[src/rtl/shift_pkg.sv]
`default_nettype none
// +----------------------------------------------------------------------+
// | Module  : shift_pkg                                                  |
// | Brief   : Op encodings and width helpers shared by the shift unit.   |
// | Revision: 1.0                                                        |
// +----------------------------------------------------------------------+
package shift_pkg;

    typedef enum logic [2:0] {
        OP_SHL = 3'd0,
        OP_SHR = 3'd1,
        OP_SRA = 3'd2,
        OP_ROL = 3'd3,
        OP_ROR = 3'd4
    } shift_op_e;

    // Ceiling log2; exact for the power-of-two widths this unit supports.
    function automatic int shift_log2(input int value);
        int r;
        r = 0;
        for (int i = 0; i < 31; i++) begin
            if ((1 << r) < value) begin
                r = r + 1;
            end
        end
        return r;
    endfunction

    localparam int SHIFT_DEFAULT_WIDTH = 32;
    localparam int SHIFT_DEFAULT_LOG2  = shift_log2(SHIFT_DEFAULT_WIDTH);

endpackage
`default_nettype wire

[src/rtl/shift_stage.sv]
`default_nettype none
// +----------------------------------------------------------------------+
// | Module  : shift_stage                                                |
// | Brief   : Combinational barrel group for amount bits [HI:LO].        |
// | Revision: 1.0                                                        |
// +----------------------------------------------------------------------+
module shift_stage
    import shift_pkg::*;
#(
    parameter int WIDTH     = 32,
    parameter int LO        = 0,
    parameter int HI        = 1,
    parameter bit APPLY_OVR = 1'b0
) (
    input  logic [WIDTH-1:0] data_in,
    input  logic [2:0]       op,
    input  logic [HI-LO:0]   amt,
    input  logic             ovr,
    output logic [WIDTH-1:0] data_out
);

    logic [WIDTH-1:0] w_acc;
    int               w_n;

    always_comb begin
        w_acc = data_in;
        w_n   = 0;
        for (int k = 0; k <= HI - LO; k++) begin
            if (amt[k]) begin
                w_n = 1 << (k + LO);
                case (op)
                    OP_SHL:  w_acc = w_acc << w_n;
                    OP_SHR:  w_acc = w_acc >> w_n;
                    OP_SRA:  w_acc = $signed(w_acc) >>> w_n;
                    OP_ROL:  w_acc = (w_acc << w_n) | (w_acc >> (WIDTH - w_n));
                    OP_ROR:  w_acc = (w_acc >> w_n) | (w_acc << (WIDTH - w_n));
                    default: w_acc = w_acc;
                endcase
            end
        end
        // Over-range shifts saturate; SRA keeps the sign, which earlier steps preserved.
        if (APPLY_OVR && ovr) begin
            case (op)
                OP_SHL, OP_SHR: w_acc = '0;
                OP_SRA:         w_acc = {WIDTH{w_acc[WIDTH-1]}};
                default:        w_acc = w_acc;
            endcase
        end
        data_out = w_acc;
    end

endmodule
`default_nettype wire

[src/rtl/shift_unit.sv]
`default_nettype none
// +----------------------------------------------------------------------+
// | Module  : shift_unit                                                 |
// | Brief   : Two-stage pipelined shifter/rotator with valid/ready.      |
// | Revision: 1.0                                                        |
// +----------------------------------------------------------------------+
module shift_unit
    import shift_pkg::*;
#(
    parameter int WIDTH = 32,
    parameter int AMT_W = 32
) (
    input  logic             clk,
    input  logic             rst,
    input  logic             in_valid,
    output logic             in_ready,
    input  logic [WIDTH-1:0] in_value,
    input  logic [AMT_W-1:0] sh_amount,
    input  logic [2:0]       op,
    output logic             out_valid,
    input  logic             out_ready,
    output logic [WIDTH-1:0] out_value,
    output logic             out_zero
);

    localparam int S    = shift_log2(WIDTH);
    localparam int S_LO = S / 2;
    localparam int S_HI = S - S_LO;

    logic             w_ovr;
    logic             w_s1_adv;
    logic             w_s2_adv;
    logic [WIDTH-1:0] w_stage1_out;
    logic [WIDTH-1:0] w_stage2_out;

    logic             s1_valid_q, s1_valid_d;
    logic [WIDTH-1:0] s1_data_q,  s1_data_d;
    logic [2:0]       s1_op_q,    s1_op_d;
    logic [S_HI-1:0]  s1_amt_q,   s1_amt_d;
    logic             s1_ovr_q,   s1_ovr_d;
    logic             s2_valid_q, s2_valid_d;
    logic [WIDTH-1:0] out_value_q, out_value_d;
    logic             out_zero_q,  out_zero_d;

    generate
        if (AMT_W > S) begin : g_ovr
            assign w_ovr = |sh_amount[AMT_W-1:S];
        end else begin : g_no_ovr
            assign w_ovr = 1'b0;
        end
    endgenerate

    assign w_s2_adv = !s2_valid_q || out_ready;
    assign w_s1_adv = !s1_valid_q || w_s2_adv;
    assign in_ready = w_s1_adv;

    shift_stage #(
        .WIDTH     (WIDTH),
        .LO        (0),
        .HI        (S_LO - 1),
        .APPLY_OVR (1'b0)
    ) u_stage1 (
        .data_in  (in_value),
        .op       (op),
        .amt      (sh_amount[S_LO-1:0]),
        .ovr      (1'b0),
        .data_out (w_stage1_out)
    );

    shift_stage #(
        .WIDTH     (WIDTH),
        .LO        (S_LO),
        .HI        (S - 1),
        .APPLY_OVR (1'b1)
    ) u_stage2 (
        .data_in  (s1_data_q),
        .op       (s1_op_q),
        .amt      (s1_amt_q),
        .ovr      (s1_ovr_q),
        .data_out (w_stage2_out)
    );

    always_comb begin
        s1_valid_d  = s1_valid_q;
        s1_data_d   = s1_data_q;
        s1_op_d     = s1_op_q;
        s1_amt_d    = s1_amt_q;
        s1_ovr_d    = s1_ovr_q;
        s2_valid_d  = s2_valid_q;
        out_value_d = out_value_q;
        out_zero_d  = out_zero_q;

        if (w_s1_adv) begin
            s1_valid_d = in_valid;
            if (in_valid) begin
                s1_data_d = w_stage1_out;
                s1_op_d   = op;
                s1_amt_d  = sh_amount[S-1:S_LO];
                s1_ovr_d  = w_ovr;
            end
        end

        // The output register only changes when a real result moves in, so it holds while stalled.
        if (w_s2_adv) begin
            s2_valid_d = s1_valid_q;
            if (s1_valid_q) begin
                out_value_d = w_stage2_out;
                out_zero_d  = (w_stage2_out == '0);
            end
        end
    end

    always_ff @(posedge clk or posedge rst) begin
        if (rst) begin
            s1_valid_q  <= 1'b0;
            s1_data_q   <= '0;
            s1_op_q     <= '0;
            s1_amt_q    <= '0;
            s1_ovr_q    <= 1'b0;
            s2_valid_q  <= 1'b0;
            out_value_q <= '0;
            out_zero_q  <= 1'b0;
        end else begin
            s1_valid_q  <= s1_valid_d;
            s1_data_q   <= s1_data_d;
            s1_op_q     <= s1_op_d;
            s1_amt_q    <= s1_amt_d;
            s1_ovr_q    <= s1_ovr_d;
            s2_valid_q  <= s2_valid_d;
            out_value_q <= out_value_d;
            out_zero_q  <= out_zero_d;
        end
    end

    assign out_valid = s2_valid_q;
    assign out_value = out_value_q;
    assign out_zero  = out_zero_q;

endmodule
`default_nettype wire

[config.mk]
export PLATFORM = sky130hd
export DESIGN_NAME = shift_unit
export DESIGN_NICKNAME = d
export VERILOG_FILES = /design/src/rtl/shift_pkg.sv /design/src/rtl/shift_stage.sv /design/src/rtl/shift_unit.sv
export SDC_FILE = /design/constraint.sdc
export NUM_CORES = 1
export LEC_CHECK = 0
export BUFFER_PORTS_ARGS = -buffer_cell sky130_fd_sc_hd__buf_2
export CORE_UTILIZATION = 25
export CTS_BUF_LIST = sky130_fd_sc_hd__clkbuf_8
export DETAILED_ROUTE_END_ITERATION = 10
export PLACE_DENSITY_LB_ADDON = 0.05
export SKIP_CTS_REPAIR_TIMING = 1
export SYNTH_ARGS = -nofsm -noshare
export SYNTH_HDL_FRONTEND = slang
export SYNTH_SLANG_ARGS = --single-unit
[constraint.sdc]
create_clock -name clk -period 6.52 [get_ports clk]
set_input_delay 0.326 -clock clk [delete_from_list [all_inputs] [get_ports clk]]
set_output_delay 0.326 -clock clk [all_outputs]
set_load 0.02 [all_outputs]
# Word level (Yosys, flattened, before mapping)
# Cells that the tools add are included.
[op_classes] reduce_logical=12 mux=12 n_bitwise=9 eq_ne=8
[ops] cell="one-hot mux 32 bit (5 select lines)" count=4
[ops] cell="two-way mux 32 bit" count=6
[ops] cell="one-hot mux 32 bit (4 select lines)" count=1
[ops] cell="one-hot mux 32 bit (2 select lines)" count=1
[ops] cell="zero test 32 bit" count=1
[ops] cell="OR 24 x 32 -> 32 bit" count=1
[ops] cell="OR 28 x 32 -> 32 bit" count=1
[ops] cell="OR 30 x 32 -> 32 bit" count=1
[ops] cell="OR 31 x 32 -> 32 bit" count=1
[ops] cell="OR 32 x 1 -> 32 bit" count=1
[ops] cell="OR 32 x 16 -> 32 bit" count=1
[ops] cell="OR 32 x 2 -> 32 bit" count=1
[ops] cell="OR 32 x 4 -> 32 bit" count=1
[ops] cell="OR 32 x 8 -> 32 bit" count=1
[ops] cell="OR reduction 27 bit" count=1
[ops] cell="equality test 3 x 2 -> 1 bit, second input constant" count=4
[ops] cell="equality test 3 x 1 -> 1 bit, second input constant" count=2
[ops] cell="equality test 3 bit, second input constant" count=2
[ops] cell="zero test 3 bit" count=2
[ops] cell="AND reduction 2 bit" count=2
[ops] cell="OR reduction 2 bit" count=2
[ops] cell="zero test 1 bit" count=2
[ops] cell="logical OR 1 bit" count=2
[totals] inputBits=71 out_inout_bits=35 word_cells=49 ff_bits=74

# Logic depth before layout (Yosys ltp)
[depth] ltp_word=12 mapped_depth=13 depth_no_buf=9

# By module
# From an unflattened synthesis, not the netlist that was laid out.
[unflattened] hier_cells=1042 area_unflattened_um2=8614.5
[modules_own_cells] mod="shift_stage at u_stage2" cells_per_inst=525 area_per_inst_um2=3469.6 seq_area_each_um2=0.0 n_inst=1
[modules_own_cells] mod="shift_unit" cells_per_inst=182 area_per_inst_um2=3020.4 seq_area_each_um2=1851.8 n_inst=1
[modules_own_cells] mod="shift_stage at u_stage1" cells_per_inst=335 area_per_inst_um2=2124.5 seq_area_each_um2=0.0 n_inst=1

# Least setup slack after synthesis
# OpenSTA, ideal clock, no wires.
[synth_path] path_kind="register to register" from="register s1_amt_q[0]" to="register out_zero_q (netlist: out_zero)" slack_ps=3810 setup_time_ps=95 t_arrival_ps=2615 period_less_slack_ps=2710 stages_incl_launch_ff=13 n_path_buf=4 required_ps=6425 path_cell_list="dfrtp_1 buf_2 buf_4 buf_2 buf_1 mux2i_1 nor2_1 a211oi_1 nor3_1 nor4b_1 nand3_1 or3_1 o31ai_1"
[synth_between] elab_chain_len=10 word_cells_on_any_way=11 classes_between="mux: 7; bitwise: 3; reduce/logical: 1"
[synth_lines] element="from (decl)" line="shift_unit.sv:39" source="logic [S_HI-1:0] s1_amt_q, s1_amt_d;"
[synth_lines] element="from (signal assigned)" line="shift_unit.sv:127" source="s1_amt_q <= s1_amt_d;"
[synth_lines] element="two-way mux 32 bit (*)" line="shift_stage.sv:29" source="if (amt[k]) begin"
[synth_lines] element="OR 24 x 32 -> 32 bit or OR 32 x 8 -> 32 bit (tied branches)" line="shift_stage.sv:36, shift_stage.sv:35"
[synth_lines] element="one-hot mux 32 bit (5 select lines)" line="shift_stage.sv:31" source="case (op)"
[synth_lines] element="two-way mux 32 bit (*)" line="shift_stage.sv:29"
[synth_lines] element="OR 32 x 16 -> 32 bit" line="shift_stage.sv:35, shift_stage.sv:36"
[synth_lines] element="one-hot mux 32 bit (4 select lines)" line="shift_stage.sv:31"
[synth_lines] element="two-way mux 32 bit (*)" line="shift_stage.sv:29"
[synth_lines] element="one-hot mux 32 bit (2 select lines)" line="shift_stage.sv:43" source="case (op)"
[synth_lines] element="two-way mux 32 bit (*)" line="shift_stage.sv:42" source="if (APPLY_OVR && ovr) begin"
[synth_lines] element="zero test 32 bit (*)" line="shift_unit.sv:108" source="out_zero_d = (w_stage2_out == '0);"
[synth_lines] element="to (signal assigned)" line="shift_unit.sv:131" source="out_zero_q <= out_zero_d;"
[synth_lines] element="to (decl)" line="shift_unit.sv:43" source="logic out_zero_q, out_zero_d;"
# Mark *: on every way between the ends. The rest lies on a longest branch, timed or not.
# A chain may end at the register's enable or synchronous reset.

# Final worst setup path
[layout_path] from="register s1_op_q[2]" to="register out_zero_q (netlist: out_zero)"
[layout_between] elab_chain_len=12 word_cells_on_any_way=19 classes_between="eq/ne: 4; mux: 8; bitwise: 3; reduce/logical: 4"
[layout_lines] element="from (decl)" line="shift_unit.sv:38" source="logic [2:0] s1_op_q, s1_op_d;"
[layout_lines] element="from (signal assigned)" line="shift_unit.sv:126" source="s1_op_q <= s1_op_d;"
[layout_lines] element="equality test 3 bit, or another cell as far along" line="shift_stage.sv:31"
[layout_lines] element="one-hot mux 32 bit (5 select lines)" line="shift_stage.sv:31"
[layout_lines] element="two-way mux 32 bit" line="shift_stage.sv:29"
[layout_lines] element="OR 24 x 32 -> 32 bit or OR 32 x 8 -> 32 bit (tied branches)" line="shift_stage.sv:36, shift_stage.sv:35"
[layout_lines] element="one-hot mux 32 bit (5 select lines)" line="shift_stage.sv:31"
[layout_lines] element="two-way mux 32 bit" line="shift_stage.sv:29"
[layout_lines] element="OR 32 x 16 -> 32 bit" line="shift_stage.sv:35, shift_stage.sv:36"
[layout_lines] element="one-hot mux 32 bit (4 select lines)" line="shift_stage.sv:31"
[layout_lines] element="two-way mux 32 bit" line="shift_stage.sv:29"
[layout_lines] element="one-hot mux 32 bit (2 select lines)" line="shift_stage.sv:43"
[layout_lines] element="two-way mux 32 bit (*)" line="shift_stage.sv:42"
[layout_lines] element="zero test 32 bit (*)" line="shift_unit.sv:108"
# Marks and branches as above.

==> impl_metrics.toml <==
[yosys]
synth_top_cell_by_area = "dfrtp_1"
synth_top_family_by_area = "compound AO/OA/AOI/OAI gates"
netlist_top_cells_area = "dfrtp_1 24%, o21ai_0 10%, nand2_1 9.0%, a22oi_1 5.8%, a21oi_1 3.5%"
synth_fa_ha_area_share_pct = 0.130
synth-edff-count = 0
synth_nets = 1142
synth_top_area_share_pct = 24.1
synth_compound_area_share_pct = 37.7
synthMuxAreaShare_pct = 6.46
yosysUniqueCellTypes = 86
synthArstFlopShare_pct = 100
ys_seq_area_share_pct = 24.1
synth.avg_cell_area_sq_um = 7.18
synthCells = 1071
ys_warn_count = 0
synth_top_flop_cell = "dfrtp_1"
ys_ff_latch = 74
synth_area_sq_um = 7690
synth_xor_area_share_pct = 0.830
synthSimpleGateAreaFrac_pct = 23.5

[final_layout]
area_growth_pct = 11.4
multi_input_area_sq_um = 5300
fillers = 3374
seqCellArea_sq_um = 1850
final_common_cell = "nand2_1"
drive_gt1_share_pct = 17.7
fin_cells = 1496
fin_nets = 1172
insertedDiodeCount = 0
fin_area_sq_um = 8570
postLayoutCoreUtil_pct = 28.6
final_cell_mix = "183 x nand2_1, 154 x o21ai_0, 105 x buf_2, 73 x dfrtp_1, 61 x nor2_1"

[die]
rows = 63
start_util_pct = 25.7
core_area_sq_um = 30000
die_w_um = 177
io_pins = 106
die-area_sq_um = 31500
die_h_um = 177

[setup_path]
critPathMaxFanout = 22
arrival_ns = 5.00
slowest_delay_ns = 1.29
critPathKind = "register to register"
crit_slowest_cell = "a2111oi_0"
worstSetupEndpointType = "register"
worstPathRequired_ns = 6.79
cp-start-kind = "register"
cp_cell_sequence = "buf_4 > o21ai_2 > nand2_1 > a211oi_1 > nor3b_1 > a21oi_1 > a2111oi_0 > or3b_2 > o31ai_1"

[detailed_routing]
num_vias = 8822
wire_per_inst_um = 24.3
dr.pass1.iters = 6
drt-total-wl_um = 36300
antenna_left = 0
drtIter0Drc = 760
drc = 0
routed_via_density = 5.90

[placed_design]
placed_cells = 1480
gp_congestion = 0.942
dp.final_hpwl_um = 26000
dpl_cell_area_sq_um = 8370
io_buffers = 105

[clock_tree]
clkTransAtPathRegs_ns = 0.10
cts.sinks = 74
h-tree-depth = 3
insertion_delay_ns = 0.38
root_buffer = "clkbuf_8"
cts_buffers = 9
cts_buffer_depth = 2
cts_tree = "yes"

[sta]
fmax_mhz = 211
rsz0062_at_grt = "false"
period_minus_slack_ns = 4.73
setup_viol = 0
hold_viol = 0
worst_slew_pin_slew_ns = 1.57
tns_ns = 0
fin_crit_sh_pct = 72.6
skew_ns = 0.0159
timing.final.max_slew_violations = 3
slew_headroom_pct = -7.36

[flow_run]
cap_viol_max_count = 1

[global_routing]
grt_pass1_wl_um = 54500
grtUsageTotal_pct = 23.1
grt_pass1_vias = 8466
grt_max_degree = 75
gr-total-overflow = 0
grt_antenna_before_repair = 0

[power_and_ir_drop]
powerDensity_nw_per_um2 = 312
p_leak_nw = 3.44
peakVddDrop_v = 0.0000909

[run_status]
status = "complete, but fails checks"
violations = "max-capacitance violations, max-slew violations"

[min_path]
hold_path_class = "input port to register"
## metrics by stage
stage / hold WS [ns] / power (mW) / worst slack (ns)
final: 0.150 / 2.67 / 1.79
after global routing: 0.153 / 2.85 / 1.66
after detailed placement: 0.450 / 2.26 / 2.01
after global placement: 0.450 / 2.29 / 2.13
after floorplan: 0.434 / 1.71 / 3.81
after CTS: 0.137 / 2.67 / 2.03
## state kept, by name, indices dropped and copies added, names as in the netlist
register / flops
s1_op_q: 3
out_zero: 1
s1_data_q: 32
s1_amt_q: 3
s1_valid_q: 1
out_value: 32
s1_ovr_q: 1
out_valid: 1
## critical path, delay by kind of cell (launching register included)
| kind | cells | cell delay (ns) |
|---|---|---|
| AOI/OAI and AO/OA | 5 | 1.94 |
| and+or+nand+nor | 3 | 1.55 |
| DFF | 1 | 0.76 |
| buffers and inverters | 1 | 0.35 |
## synthesized netlist by cell type (4+ instances only)
library cell  number
nor4_1            13
nor2b_1           11
nor4bb_1           4
o32ai_1            6
and3_1             4
buf_1             12
a211oi_1          16
nor3b_1            5
a21o_1             5
dfrtp_1           74
buf_2             22
nand4_1            6
clkbuf_1          58
o31ai_1            8
a211o_1            4
mux2i_1           26
a31oi_1           18
a21oi_1           53
a221oi_1          10
a21boi_0           5
o21a_1             8
buf_6              5
mux2_2            19
nor3_1            21
nand3_1           24
o22ai_1           23
inv_1              9
o221ai_1          14
o21ai_0          154
or3_1              4
nand2_1          184
and2_1             6
o211ai_1          11
o21ai_1            4
or2_2              6
nand2b_1          15
a22oi_1           59
buf_4             11
nor2_1            62
## kinds of logic (layout without fill, tap and decap cells)
group	after synthesis	in the layout
flip-flops	74	74
adder cells (fa/ha/maj)	1	1
AO/OA/AOI/OAI	443	443
XOR/XNOR	3	3
multiplexers	46	46
AND/OR/NAND/NOR	384	384
buffers and inverters	120	155
## layout make-up
cell class | instances | area share, %
multi-input cells | 877 | 61.8
inverters | 12 | 0.540
well taps | 390 | 5.70
clock inverters | 7 | 0.803
repair buffers | 127 | 8.06
clock buffers | 9 | 1.45
flip-flops and latches | 74 | 21.6
## path summary, 6_finish.rpt
kind	from	end	slack, ns	depth (start not counted)
worst min register to register	out_value[8]	out_value[8]	0.47	2
worst max-delay path	s1_op_q[2]	out_zero	1.79	9
min in group asynchronous	rst	s1_amt_q[2]	0.20	3
worst max register to register	s1_op_q[2]	out_zero	1.79	9
max in group asynchronous	rst	out_value[28]	5.59	3
worst min-delay path	in_valid	s1_valid_q	0.15	2
## per-layer routing
layer	routed length (um)	part of all wire, %	track usage, %	up-vias
met2	15900	44	35.5	391
li1	-	-	-	4076
met4	1870	5.1	12.7	0
met5	0	0	0	-
met3	2220	6.1	3.17	109
met1	16400	45	31.1	4246
## report_power, final
group	switching (mW)	internal (mW)
Combinational	1.02	0.501
Sequential	0.185	0.578
Clock	0.211	0.177
Total	1.42	1.26
No activity file was read; power rests on OpenSTA's default activity.
